===== src/rtl/oled_pkg.sv =====
// oled_pkg: FSM states, command-list lengths and SSD1306 opcodes shared by the OLED SPI driver.
package oled_pkg;

    typedef enum logic [2:0] {RES_LOW, RES_HIGH, INIT, ADDR, DATA, GAP} state_t;
    typedef enum logic [2:0] {P_IDLE, P_SETUP, P_HI, P_LO, P_CSH} phase_t;

    localparam logic [4:0] INIT_LEN = 5'd25;
    localparam logic [4:0] ADDR_LEN = 5'd6;

    localparam logic [7:0] DISPLAY_OFF    = 8'hAE;
    localparam logic [7:0] DISPLAY_ON     = 8'hAF;
    localparam logic [7:0] SET_CLK_DIV    = 8'hD5;
    localparam logic [7:0] SET_MUX        = 8'hA8;
    localparam logic [7:0] SET_OFFSET     = 8'hD3;
    localparam logic [7:0] SET_START_LINE = 8'h40;
    localparam logic [7:0] CHARGE_PUMP    = 8'h8D;
    localparam logic [7:0] SET_MEM_MODE   = 8'h20;
    localparam logic [7:0] SEG_REMAP      = 8'hA1;
    localparam logic [7:0] COM_SCAN_DEC   = 8'hC8;
    localparam logic [7:0] SET_COM_PINS   = 8'hDA;
    localparam logic [7:0] SET_CONTRAST   = 8'h81;
    localparam logic [7:0] SET_PRECHARGE  = 8'hD9;
    localparam logic [7:0] SET_VCOM       = 8'hDB;
    localparam logic [7:0] RESUME_RAM     = 8'hA4;
    localparam logic [7:0] NORMAL_DISP    = 8'hA6;
    localparam logic [7:0] SET_COL        = 8'h21;
    localparam logic [7:0] SET_PAGE       = 8'h22;

endpackage


===== src/rtl/oled_cmd_rom.sv =====
// oled_cmd_rom: SSD1306 init list (entries 0-24) followed by the full-window address list (25-30).
module oled_cmd_rom
    import oled_pkg::*;
(
    input  logic [4:0] idx,
    output logic [7:0] data
);

    always_comb begin
        case (idx)
            5'd0:    data = DISPLAY_OFF;
            5'd1:    data = SET_CLK_DIV;
            5'd2:    data = 8'h80;
            5'd3:    data = SET_MUX;
            5'd4:    data = 8'h3F;
            5'd5:    data = SET_OFFSET;
            5'd6:    data = 8'h00;
            5'd7:    data = SET_START_LINE;
            5'd8:    data = CHARGE_PUMP;
            5'd9:    data = 8'h14;
            5'd10:   data = SET_MEM_MODE;
            5'd11:   data = 8'h00;
            5'd12:   data = SEG_REMAP;
            5'd13:   data = COM_SCAN_DEC;
            5'd14:   data = SET_COM_PINS;
            5'd15:   data = 8'h12;
            5'd16:   data = SET_CONTRAST;
            5'd17:   data = 8'hCF;
            5'd18:   data = SET_PRECHARGE;
            5'd19:   data = 8'hF1;
            5'd20:   data = SET_VCOM;
            5'd21:   data = 8'h40;
            5'd22:   data = RESUME_RAM;
            5'd23:   data = NORMAL_DISP;
            5'd24:   data = DISPLAY_ON;
            5'd25:   data = SET_COL;
            5'd26:   data = 8'h00;
            5'd27:   data = 8'h7F;
            5'd28:   data = SET_PAGE;
            5'd29:   data = 8'h00;
            5'd30:   data = 8'h07;
            default: data = 8'h00;
        endcase
    end

endmodule


===== src/rtl/oled_spi_driver.sv =====
// oled_spi_driver: SSD1306 128x64 panel reset, init command list and continuous 4-wire SPI frame streaming.
// Define OLED_FRAME_SYNC_EN to add frame_req and hold each inter-frame gap until a request arrives.
module oled_spi_driver
    import oled_pkg::*;
#(
    parameter int          CLK_DIV     = 4,
    parameter logic [15:0] RES_CYCLES  = 16'd50000,
    parameter int          FRAME_BYTES = 1024
) (
    input  logic       clk,
    input  logic       rst,
    input  logic [7:0] data_to_send,
`ifdef OLED_FRAME_SYNC_EN
    input  logic       frame_req,
`endif
    output logic [9:0] byte_counter,
    output logic       oled_sclk,
    output logic       oled_mosi,
    output logic       oled_cs,
    output logic       oled_dc,
    output logic       oled_res,
    output logic       frame_done
);

    localparam int          DW       = $clog2(CLK_DIV) + 1;
    localparam logic [DW-1:0] DIV_MAX = DW'(CLK_DIV - 1);
    localparam logic [9:0]  LAST     = 10'(FRAME_BYTES - 1);
    localparam logic [4:0]  ADDR_END = INIT_LEN + ADDR_LEN;

    state_t        state;
    phase_t        ph;
    logic [15:0]   timer;
    logic [DW-1:0] div;
    logic [2:0]    bit_cnt;
    logic [6:0]    shreg;
    logic [4:0]    idx;
    logic          sent_last;
    logic [7:0]    rom_byte;
    logic [7:0]    load_byte;
    logic          tick, timer_done, load, go;

    oled_cmd_rom u_rom (.idx(idx), .data(rom_byte));

    assign tick       = div == DIV_MAX;
    assign timer_done = timer >= RES_CYCLES - 16'd1;
    assign load_byte  = state == DATA ? data_to_send : rom_byte;
    assign load       = ph == P_IDLE && ((state == INIT && idx != INIT_LEN) ||
                                         (state == ADDR && idx != ADDR_END) ||
                                         (state == DATA && !sent_last));

`ifdef OLED_FRAME_SYNC_EN
    logic req_seen;
    assign go = frame_req | req_seen;
`else
    assign go = 1'b1;
`endif

    always_ff @(posedge clk or posedge rst) begin
        if (rst) begin
            state        <= RES_LOW;
            ph           <= P_IDLE;
            timer        <= '0;
            div          <= '0;
            bit_cnt      <= '0;
            shreg        <= '0;
            idx          <= '0;
            sent_last    <= 1'b0;
            byte_counter <= '0;
            oled_sclk    <= 1'b0;
            oled_mosi    <= 1'b0;
            oled_cs      <= 1'b1;
            oled_dc      <= 1'b0;
            oled_res     <= 1'b0;
            frame_done   <= 1'b0;
`ifdef OLED_FRAME_SYNC_EN
            req_seen     <= 1'b0;
`endif
        end else begin
            frame_done <= 1'b0;
            div        <= tick ? '0 : div + 1'b1;
`ifdef OLED_FRAME_SYNC_EN
            if (frame_req) req_seen <= 1'b1;
            if (state == GAP && go) req_seen <= 1'b0;
`endif
            case (state)
                RES_LOW, RES_HIGH: begin
                    timer <= timer_done ? '0 : timer + 16'd1;
                    if (timer_done) begin
                        state    <= state == RES_LOW ? RES_HIGH : INIT;
                        oled_res <= 1'b1;
                    end
                end
                INIT, ADDR: begin
                    if (load) idx <= idx + 5'd1;
                    else if (ph == P_IDLE) state <= state == INIT ? ADDR : DATA;
                end
                DATA: begin
                    // byte_counter pre-fetches the next byte but parks on the last index
                    if (load) begin
                        byte_counter <= byte_counter == LAST ? byte_counter : byte_counter + 10'd1;
                        sent_last    <= byte_counter == LAST;
                    end else if (ph == P_IDLE) begin
                        state      <= GAP;
                        frame_done <= 1'b1;
                    end
                end
                GAP: begin
                    byte_counter <= '0;
                    sent_last    <= 1'b0;
                    idx          <= INIT_LEN;
                    if (go) state <= ADDR;
                end
                default: state <= RES_LOW;
            endcase
            case (ph)
                P_IDLE: if (load) begin
                    ph        <= P_SETUP;
                    oled_cs   <= 1'b0;
                    oled_dc   <= state == DATA;
                    oled_mosi <= load_byte[7];
                    shreg     <= load_byte[6:0];
                    div       <= '0;
                end
                P_SETUP: if (tick) begin
                    oled_sclk <= 1'b1;
                    ph        <= P_HI;
                end
                P_HI: if (tick) begin
                    oled_sclk <= 1'b0;
                    oled_mosi <= shreg[6];
                    shreg     <= {shreg[5:0], 1'b0};
                    bit_cnt   <= bit_cnt + 3'd1;
                    ph        <= P_LO;
                end
                // the low half after the 8th fall is the cs hold time before release
                P_LO: if (tick) begin
                    if (bit_cnt == 3'd0) begin
                        oled_cs <= 1'b1;
                        ph      <= P_CSH;
                    end else begin
                        oled_sclk <= 1'b1;
                        ph        <= P_HI;
                    end
                end
                P_CSH: if (tick) ph <= P_IDLE;
                default: ph <= P_IDLE;
            endcase
        end
    end

endmodule


===== config.mk =====
export PLATFORM = sky130hd
export DESIGN_NAME = oled_spi_driver
export DESIGN_NICKNAME = d
export VERILOG_FILES = /design/src/rtl/oled_pkg.sv /design/src/rtl/oled_cmd_rom.sv /design/src/rtl/oled_spi_driver.sv
export SDC_FILE = /design/constraint.sdc
export NUM_CORES = 1
export LEC_CHECK = 0
export CAP_MARGIN = 40
export CORE_AREA = 10 10 93 95
export CTS_CLUSTER_DIAMETER = 150
export CTS_CLUSTER_SIZE = 24
export DETAILED_ROUTE_END_ITERATION = 16
export DIE_AREA = 0 0 103 105
export PLACE_DENSITY = 0.79
export SYNTH_ARGS = -nofsm -noshare
export SYNTH_HDL_FRONTEND = slang
export SYNTH_HIERARCHICAL = 1
export SYNTH_SLANG_ARGS = --single-unit

===== constraint.sdc =====
create_clock -name clk -period 2.3 [get_ports clk]
set_input_delay 0.46 -clock clk [delete_from_list [all_inputs] [get_ports clk]]
set_output_delay 0.46 -clock clk [all_outputs]
set_load 0.01 [all_outputs]

# ---- Yosys cells after proc, flatten, opt, wreduce, memory -nomap -nowiden
# Memory sizes are Yosys's and may differ from the RTL's.
# Cells that the tools add are included.
# Widths: inputs -> output; s select.
dict set report word_totals {
  reg_bits 57
  latchBits 0
  ram_bits 0
  mem_bits_ro 256
  input_bits 10
  out_inout_bits 16
  word_cells 123
  mem_count 1
}
# memory words width read_ports rd_clocked_by_memory_dff wr line_no
set memory_table {}
lappend memory_table {{(no name shown)} 32 8 1 0 0 oled_cmd_rom.sv:10} ;# case (idx)
dict set report op_classes {
  n_addsub 5
  mul 0
  div_mod_pow 0
  n_lt_le_gt_ge 1
  n_eq_ne 28
  shifts 0
  muxes 45
  bitwise 0
  n_reduce_logical 28
}
# cell n
set op_table {}
lappend op_table {{$mux 3} 15}
lappend op_table {{$ne 2x2->1 const B} 14}
lappend op_table {{$mux 10} 2}
lappend op_table {{$pmux 10 s2} 1}
lappend op_table {{$add 16x1->16 const B} 1}
lappend op_table {{$ge 16x16->1 const B} 1}
lappend op_table {{$mux 16} 1}
lappend op_table {{$eq 3x2->1 const B} 5}
lappend op_table {{$pmux 3 s5} 1}
lappend op_table {{$reduce_and 5->1} 3}
lappend op_table {{$mux 7} 2}
lappend op_table {{$pmux 7 s2} 1}
lappend op_table {{$mux 1} 13}
lappend op_table {{$pmux 3 s4} 1}
lappend op_table {{$add 10x1->10 const B} 1}
lappend op_table {{$eq 10x10->1 const B} 1}
lappend op_table {{$ne 5x5->1 const B} 2}
lappend op_table {{$pmux 5 s2} 1}
lappend op_table {{$reduce_and 2->1} 5}
lappend op_table {{$eq 3x3->1 const B} 3}
lappend op_table {{$logic_not 3->1} 3}
lappend op_table {{$mux 8} 1}
lappend op_table {{$reduce_bool 2->1} 4}
lappend op_table {{$add 3x1->3 const B} 2}
lappend op_table {{other kinds (14)} 23}

# ---- Logic depth before layout (Yosys ltp)
# Gate-level depths: netlist of the first run.
dict set report logic_depth {
  word_depth 7
  ltp_mapped 8
  ltp_nobuf 8
}

# ---- Modules after synthesis
# Netlist of the first run, hierarchy kept.
# mod n_inst cells_each area_per_inst_um2 seq_area_each_um2
set by_module_without_submodules {}
lappend by_module_without_submodules {oled_spi_driver 1 306 3005.4 1427.6}
lappend by_module_without_submodules {oled_cmd_rom 1 61 505.5 0.0}

# ---- Least setup slack after synthesis of the first run
# Ideal clock, no wire load.
dict set report synth_path {
  path_type {reg2reg}
  start {register idx[1]}
  end {register oled_mosi}
  setup_time_ps 125
  arrival_time_ps 2187
  required_time_ps 2175
  path_slack_ps -12
  path_stages_with_launch 9
  n_path_buf 1
  synth_period_minus_slack_ps 2312
  path_cell_list {dfrtp_1 ha_1 and3_1 ha_1 o22a_2 o22ai_4 nand2b_1 buf_6 mux2_4}
}
dict set report synth_between {
  elab_chain_len 7
  elab_cells_between_ends 13
  classes_between {eq/ne: 3; mux: 3; reduce/logical: 6; memory: 1}
}
# item line_no
set synth_lines {}
lappend synth_lines {{from (decl)} oled_spi_driver.sv:36} ;# logic [4:0] idx;
lappend synth_lines {{from (signal assigned)} oled_spi_driver.sv:94} ;# if (load) idx <= idx + 5'd1;
lappend synth_lines {{parallel branches: the longest is 7 deep, another holds $mem_v2 32x8} --}
lappend synth_lines {{to (signal assigned)} oled_spi_driver.sv:120} ;# oled_mosi <= load_byte[7];
lappend synth_lines {{to (signal assigned)} oled_spi_driver.sv:130} ;# oled_mosi <= shreg[6];
lappend synth_lines {{to (decl)} oled_spi_driver.sv:18} ;# output logic oled_mosi,
# Several ways; the timed one is not identified. The select of a mux whose other input is x is not followed.
# A chain may end at the register's enable or synchronous reset.

# ---- Worst setup path after layout of the first run
dict set report layout_path {
  start {register idx[0]}
  end {register shreg[2]}
}
dict set report layout_between {
  elab_cells_between_ends 13
  classes_between {eq/ne: 3; mux: 3; reduce/logical: 6; memory: 1}
}
# item line_no
set layout_rtl {}
lappend layout_rtl {{$mem_v2 32x8} --}
lappend layout_rtl {{named net rom_byte[2]} oled_spi_driver.sv:38} ;# logic [7:0] rom_byte;
lappend layout_rtl {{$mux 8} oled_spi_driver.sv:46} ;# assign load_byte = state == DATA ? data_to_send : rom_byte;
lappend layout_rtl {{$mux 7} oled_spi_driver.sv:116} ;# P_IDLE: if (load) begin
lappend layout_rtl {{$pmux 7 s2} oled_spi_driver.sv:115} ;# case (ph)
lappend layout_rtl {{to (signal assigned)} oled_spi_driver.sv:121} ;# shreg <= load_byte[6:0];
lappend layout_rtl {{to (signal assigned)} oled_spi_driver.sv:131} ;# shreg <= {shreg[5:0], 1'b0};
lappend layout_rtl {{to (decl)} oled_spi_driver.sv:35} ;# logic [6:0] shreg;
# The timed path passes the listed nets, and every way through them passes these cells. The select of a mux whose other input is x is not followed.

==> results.toml, run 1 <==
[outcome]
status = "finished, final reports clean"

[yosys]
yosys_warnings = 6
async_flop_share_pct = 100
yosysSeqAreaShare_pct = 40.7
syn_avg_cell_area_um2 = 9.57
postSynthCellCount = 367
synth_seq_cells = 57
synth_top_family_by_area = "simple AND/OR/NAND/NOR gates"
synth.distinct_cells = 56
synthesis.area_mm2 = 0.00351
synthMuxAreaShare_pct = 10.0
synth_compound_area_share_pct = 11.6
synth_edf_count = 0
yosys.area_share.simple_pct = 22.0
synth-xor-area-share_pct = 5.74
synthFlopType = "dfrtp_1"
yosys.area_share.adder_pct = 5.70
syn-num-nets = 393

[floorplanning]
die_area_mm2 = 0.0108
core_area_mm2 = 0.00676
io_pins = 26
die_w_um = 103
start_util_pct = 52.0
die_h_um = 105
rows = 30

[drt]
routed_via_density = 5.64
wire_per_inst_um = 15.1
ant_nets = 0
drtIter0Drc = 191
drc = 0
wl_um = 7520
vias = 2816
drtPass1Iterations = 5

[finish]
final_common_cell = "dfrtp_1"
final_cell_mix = "dfrtp_1, nand2_1, nor2_1"
fillers = 545
n_antenna_cell = 0
final_cell_count_no_fill = 499
utilization_pct = 63.7
drive_gt1_share_pct = 18.9
synthToLayoutAreaGrowth_pct = 22.5
nNetsFinal = 440

[setup_path]
critPathLaunchType = "register"
cp_max_fo = 7
endpoint = "shreg[2]"
critPathRequiredTime_ns = 2.53
startpoint = "idx[0]"
worstReg2RegEnd = "shreg[2]"
reg2reg_slack_ns = 0.06
crit_type = "register to register"
critPathArrivalTime_ns = 2.47
r2r-start = "idx[0]"
cp-end-kind = "register"
ff2ff_path_depth = 9

[placed_design]
gp_congestion = 0.869
portBuffers = 25
post-dp-hpwl_um = 5220
dp.cells = 477

[clocking]
clock_sinks = 57
path_clk_slew_ns = 0.07
clockRootBuffer = "clkbuf_8"
cts_tree = "yes"
htree_levels = 3
cts_max_path_buffers = 2
holdBufCountCts = 0
clk_latency_ns = 0.35
numCtsBuffers = 9

[grt]
grt_pass1_vias = 2577
grtUsageMet2_pct = 20.7
antenna_found_initial = 0
grt_pass1_wl_um = 12400
grt_max_degree = 42
grtUsageTotal_pct = 14.2
grt-busiest-layer = "met2"
use_met1_pct = 18.1
grt_overflow = 0
met3_usage_pct = 5.47

[sta]
period_share_pct = 97.3
finalMaxSlewViolations = 0
fin_setup_tns_ns = 0
period_needed_ns = 2.24
fmax_mhz = 447
final-setup-viol-count = 0
tightest_slew_ns = 0.596
slew_headroom_pct = 60.0
hold_viol_final = 0
clock_skew_ns = 0.0106

[power]
power.density_mw_per_mm2 = 517
power.total_mw = 2.22
p_comb_share_pct = 1.8
p_clk_share_pct = 53.1
switchingPower_uw = 453
leakagePower_nw = 1.93
ir_drop_v = 0.000304
switching_share_pct = 20.3
p_seq_share_pct = 45.1
p_int_mw = 1.77

[run]
maxCapViolCount = 0

[worst_hold_path]
hold_path_class = "primary input to async pin"
-- worst max-delay path: stages, from the launching register on --
cell and delay, ns:
dfrtp_2 0.39, buf_6 0.13, clkinvlp_4 0.16, ha_2 0.23
nand2b_1 0.15, o21a_1 0.12, mux4_2 0.46, mux2i_1 0.14
o21ai_0 0.09, mux2_4 0.26
-- worst min-delay path by stage --
stage / to / startpoint / depth (start not counted) / slack (ns)
final: oled_sclk / rst / 2 / 0.41
after global routing: oled_sclk / rst / 2 / 0.43
after CTS: oled_sclk / rst / 2 / 0.40
after detailed placement: div[0] / div[0] / 1 / 0.44
after global placement: div[0] / div[0] / 1 / 0.43
after floorplan: div[0] / div[0] / 1 / 0.42
-- synthesized netlist by cell type (6+ instances only) --
| library cell | n | share of area [%] |
|---|---|---|
| xnor2_1 | 13 | 3.2 |
| nand2_1 | 44 | 4.7 |
| nor4_1 | 6 | 1.1 |
| nor2_1 | 31 | 3.3 |
| ha_1 | 16 | 5.7 |
| nand2b_1 | 7 | 1.2 |
| nand3_1 | 14 | 2.0 |
| a21oi_1 | 12 | 1.7 |
| nor3_1 | 8 | 1.1 |
| nor2b_1 | 10 | 1.8 |
| mux2_4 | 9 | 3.8 |
| mux2i_1 | 9 | 2.6 |
| dfrtp_1 | 56 | 40 |
| clkbuf_1 | 8 | 0.86 |
| inv_1 | 16 | 1.7 |
| o21ai_0 | 16 | 2.3 |
| xor2_1 | 10 | 2.5 |
-- cell families (layout without fill, tap and decap cells) --
| group | count (synthesis) | after routing |
|---|---|---|
| compound gates | 61 | 61 |
| flops | 57 | 57 |
| xor+xnor | 23 | 23 |
| fa+ha+maj | 16 | 16 |
| mux | 25 | 25 |
| buf+inv | 33 | 85 |
| simple gates | 152 | 152 |
-- what timing repair did --
action                                  CTS  global route
setup buffers                             0             6
endpoints found under the setup margin    1             8
pin swaps                                 0             2
resized for setup                         2             9
-- power groups by stage --
| stage | sequential [mW] | combinational [mW] | clock, mW |
|---|---|---|---|
| 5_1_grt | 1.00 | 0.0460 | 1.25 |
| 4_1_cts | 1.00 | 0.0423 | 1.20 |
| 2_1_floorplan | 1.02 | 0.0150 | 0 |
| 3_5_place_dp | 1.02 | 0.0418 | 0 |
| 6_report | 1.00 | 0.0403 | 1.18 |
| 3_3_place_gp | 1.02 | 0.0409 | 0 |
-- layout make-up --
type	instances	area, um^2	area share [%]
Clock buffer	10	138	3.20
Clock inverter	6	115	2.68
Inverter	17	67.6	1.57
Multi-Input combinational cell	277	1970	45.8
Sequential cell	57	1430	33.2
Tap cell	80	100	2.33
Timing Repair Buffer	52	482	11.2
-- flip-flops by register name (all words and copies together) (netlist names) --
| register | flops |
|---|---|
| timer | 16 |
| byte_counter | 10 |
| shreg | 7 |
| idx | 5 |
| bit_cnt | 3 |
| div | 3 |
| ph | 3 |
| state | 3 |
| frame_done | 1 |
| oled_cs | 1 |
| oled_dc | 1 |
| oled_mosi | 1 |
| oled_res | 1 |
| oled_sclk | 1 |
| sent_last | 1 |
-- per-layer routing --
layer	share of wire, %	vias up
met3	7.7	20
met4	2.2	0
met2	46	83
li1	-	1379
met1	44	1334
met5	0	-
-- stage by stage --
stage	hold WS (ns)	cell area [um^2]	setup slack, ns
final	0.405	4300	0.0615
after global routing	0.433	4300	-0.0229
after CTS	0.405	4230	0.0175
after detailed placement	0.442	3960	-0.00599
after global placement	0.429	3960	0.105
after floorplan	0.419	3510	0.0322
Note: power is estimated with default switching activity, not from simulation.
==> inputs of run 2 (changes only) <==
--- a/config.mk
+++ b/config.mk
@@ -12,6 +12,7 @@
 export DETAILED_ROUTE_END_ITERATION = 16
 export DIE_AREA = 0 0 103 105
 export PLACE_DENSITY = 0.79
+export SETUP_SLACK_MARGIN = 0.3
 export SYNTH_ARGS = -nofsm -noshare
 export SYNTH_HDL_FRONTEND = slang
 export SYNTH_HIERARCHICAL = 1
==> run 2 against run 1 <==
  * Clock-buffer cell count rose by 2
  * Cell area fell by 0.90%
  * Critical endpoint unchanged
  * Total power fell by 17%
  * Sequential share of layout area rose by 0.30 points
  * Die area did not move
  * Via count fell by 0.43%
  * Cell count did not move
  * Clock skew rose by 0.00056 ns
  * Worst hold slack improved by 0.024 ns
==> results.toml, run 2 (synthesis gave the netlist of run 1 again) <==
[outcome]
status = "finished, final reports clean"

[clocking]
holdBufCountCts = 0
clockRootBuffer = "clkbuf_8"
numCtsBuffers = 9
clock_sinks = 57
clk_latency_ns = 0.34
htree_levels = 3
path_clk_slew_ns = 0.06
cts_max_path_buffers = 2
cts_tree = "yes"

[placed_design]
portBuffers = 25
post-place-ws_ns = 0.0993
post_dp_cell_area_mm2 = 0.00397
dp.cells = 474
post-dp-hpwl_um = 5110
gp_congestion = 0.828

[sta]
tightest_slew_ns = 0.725
hold_viol_final = 0
slew_headroom_pct = 51.3
period_share_pct = 91.9
period_needed_ns = 2.11
fin_setup_tns_ns = 0
worst_slack_ns = 0.187
finalMaxSlewViolations = 0
rsz0062_at_grt = "true"
fmax_mhz = 473
clock_skew_ns = 0.0112
final-setup-viol-count = 0
hold_ws_ns = 0.429

[run]
maxCapViolCount = 0

[setup_path]
r2r-start = "idx[0]"
crit_path_top_delay_cell = "mux4_2"
critPathArrivalTime_ns = 2.33
critPathRequiredTime_ns = 2.52
crit_path_max_incr_delay_ns = 0.48
cp_max_fo = 7
worstReg2RegEnd = "shreg[2]"
ff2ff_path_depth = 7
reg2reg_slack_ns = 0.19
crit_type = "register to register"
crit_chain = "inv_2 -> ha_2 -> a21oi_1 -> mux4_2 -> mux2i_1 -> o21ai_1 -> mux2_4"
path_buf_inv = 1
critPathLaunchType = "register"
crit_family = "multiplexers"
cp-end-kind = "register"

[finish]
final_area_mm2 = 0.00426
nNetsFinal = 441
largest_reg_flops = 16
final_common_cell = "dfrtp_1"
drive_gt1_share_pct = 20.3
reg_top3 = "timer (16), byte_counter (10), shreg (7)"
largest_register = "timer"
fillers = 569
n_antenna_cell = 0
final_cell_count_no_fill = 499
synthToLayoutAreaGrowth_pct = 21.4
final_cell_mix = "dfrtp_1, nand2_1, nor2_1"

[drt]
ant_nets = 0
vias = 2804
drtPass1Iterations = 4
wire_per_inst_um = 15.0
wl_um = 7480
routed_via_density = 5.62
drtIter0Drc = 78
drc = 0

[power]
p_clk_share_pct = 43.3
ir_drop_v = 0.000262
power.density_mw_per_mm2 = 431
switchingPower_uw = 406
p_seq_share_pct = 54.6
switching_share_pct = 22.1
leakagePower_nw = 1.89
p_int_mw = 1.43
p_comb_share_pct = 2.1

[floorplanning]
rows = 30
start_util_pct = 52.0
die_w_um = 103
die_area_mm2 = 0.0108
core_area_mm2 = 0.00676
io_pins = 26
die_h_um = 105

[grt]
use_met1_pct = 17.8
grt_max_degree = 42
grt_overflow = 0
antenna_found_initial = 0
grtUsageMet2_pct = 23.3
grt_pass1_vias = 2792
grt-busiest-layer = "met2"
grtUsageTotal_pct = 14.8
met3_usage_pct = 5.93
grt_pass1_wl_um = 13000

[worst_hold_path]
hold_path_class = "primary input to async pin"
==> run 2: changes by cell type in the layout (fill, tap and decap cells not counted), sizes merged <==
cell      change
inv           +1
nand2b        +1
bufinv        -3
clkinvlp      -1
clkbuf        +2
==> run 2: worst max path at each step <==
stage / cells after the start / end / start / slack [ns]
after floorplan: 8 / oled_mosi / idx[1] / 0.16
after global placement: 7 / shreg[1] / idx[1] / 0.20
after detailed placement: 8 / shreg[2] / idx[1] / 0.1
after CTS: 8 / shreg[0] / idx[1] / 0.16
after global routing: 7 / byte_counter[9] / ph[2] / 0.1
final: 7 / shreg[2] / idx[0] / 0.19
==> run 2: worst register-to-register path, cell delays in order (launching register included) <==
cell,delay [ns]
dfrtp_2,0.42
inv_2,0.08
ha_2,0.40
a21oi_1,0.12
mux4_2,0.48
mux2i_1,0.15
o21ai_1,0.09
mux2_4,0.26
==> run 2: stage by stage <==
step | utilization (%) | power, mW
floorplan | - | 1.04
global placement | 58.8 | 1.06
detailed placement | 58.8 | 1.06
CTS | 62.3 | 1.86
global route | 63.1 | 1.92
finish | 63.1 | 1.84
==> run 2: final cells by class <==
cell class              instances  area [um^2]  share of cell area, %
inverters                      17         63.8                   1.50
repair buffers                 52          473                   11.1
clock inverters                 3         17.5                  0.411
flip-flops and latches         57         1430                   33.5
well taps                      80          100                   2.35
multi-input cells             278         2030                   47.7
clock buffers                  12          145                   3.40
==> run 2: power by group through the flow <==
stage / clock (mW) / combinational (mW) / sequential, mW
after floorplan: 0 / 0.0150 / 1.02
after global placement: 0 / 0.0406 / 1.02
after detailed placement: 0 / 0.0409 / 1.02
after CTS: 0.817 / 0.0410 / 1.00
after global routing: 0.870 / 0.0439 / 1.00
final: 0.794 / 0.0392 / 1.00
==> run 2: layer usage <==
layer / share of wire (%) / vias to the layer above / wire, um
met2: 51 / 43 / 3820
met5: 0 / - / 0
met4: 1.3 / 0 / 95
met1: 43 / 1368 / 3210
met3: 4.6 / 9 / 346
li1: - / 1384 / -
==> run 2: what timing repair did <==
| action | 4_1_cts | 5_1_grt |
|---|---|---|
| setup buffers | 6 | 3 |
| pin swaps | 2 | 3 |
| endpoints found under the setup margin | 9 | 20 |
| resized for setup | 8 | 8 |
| cloned | 1 | 0 |
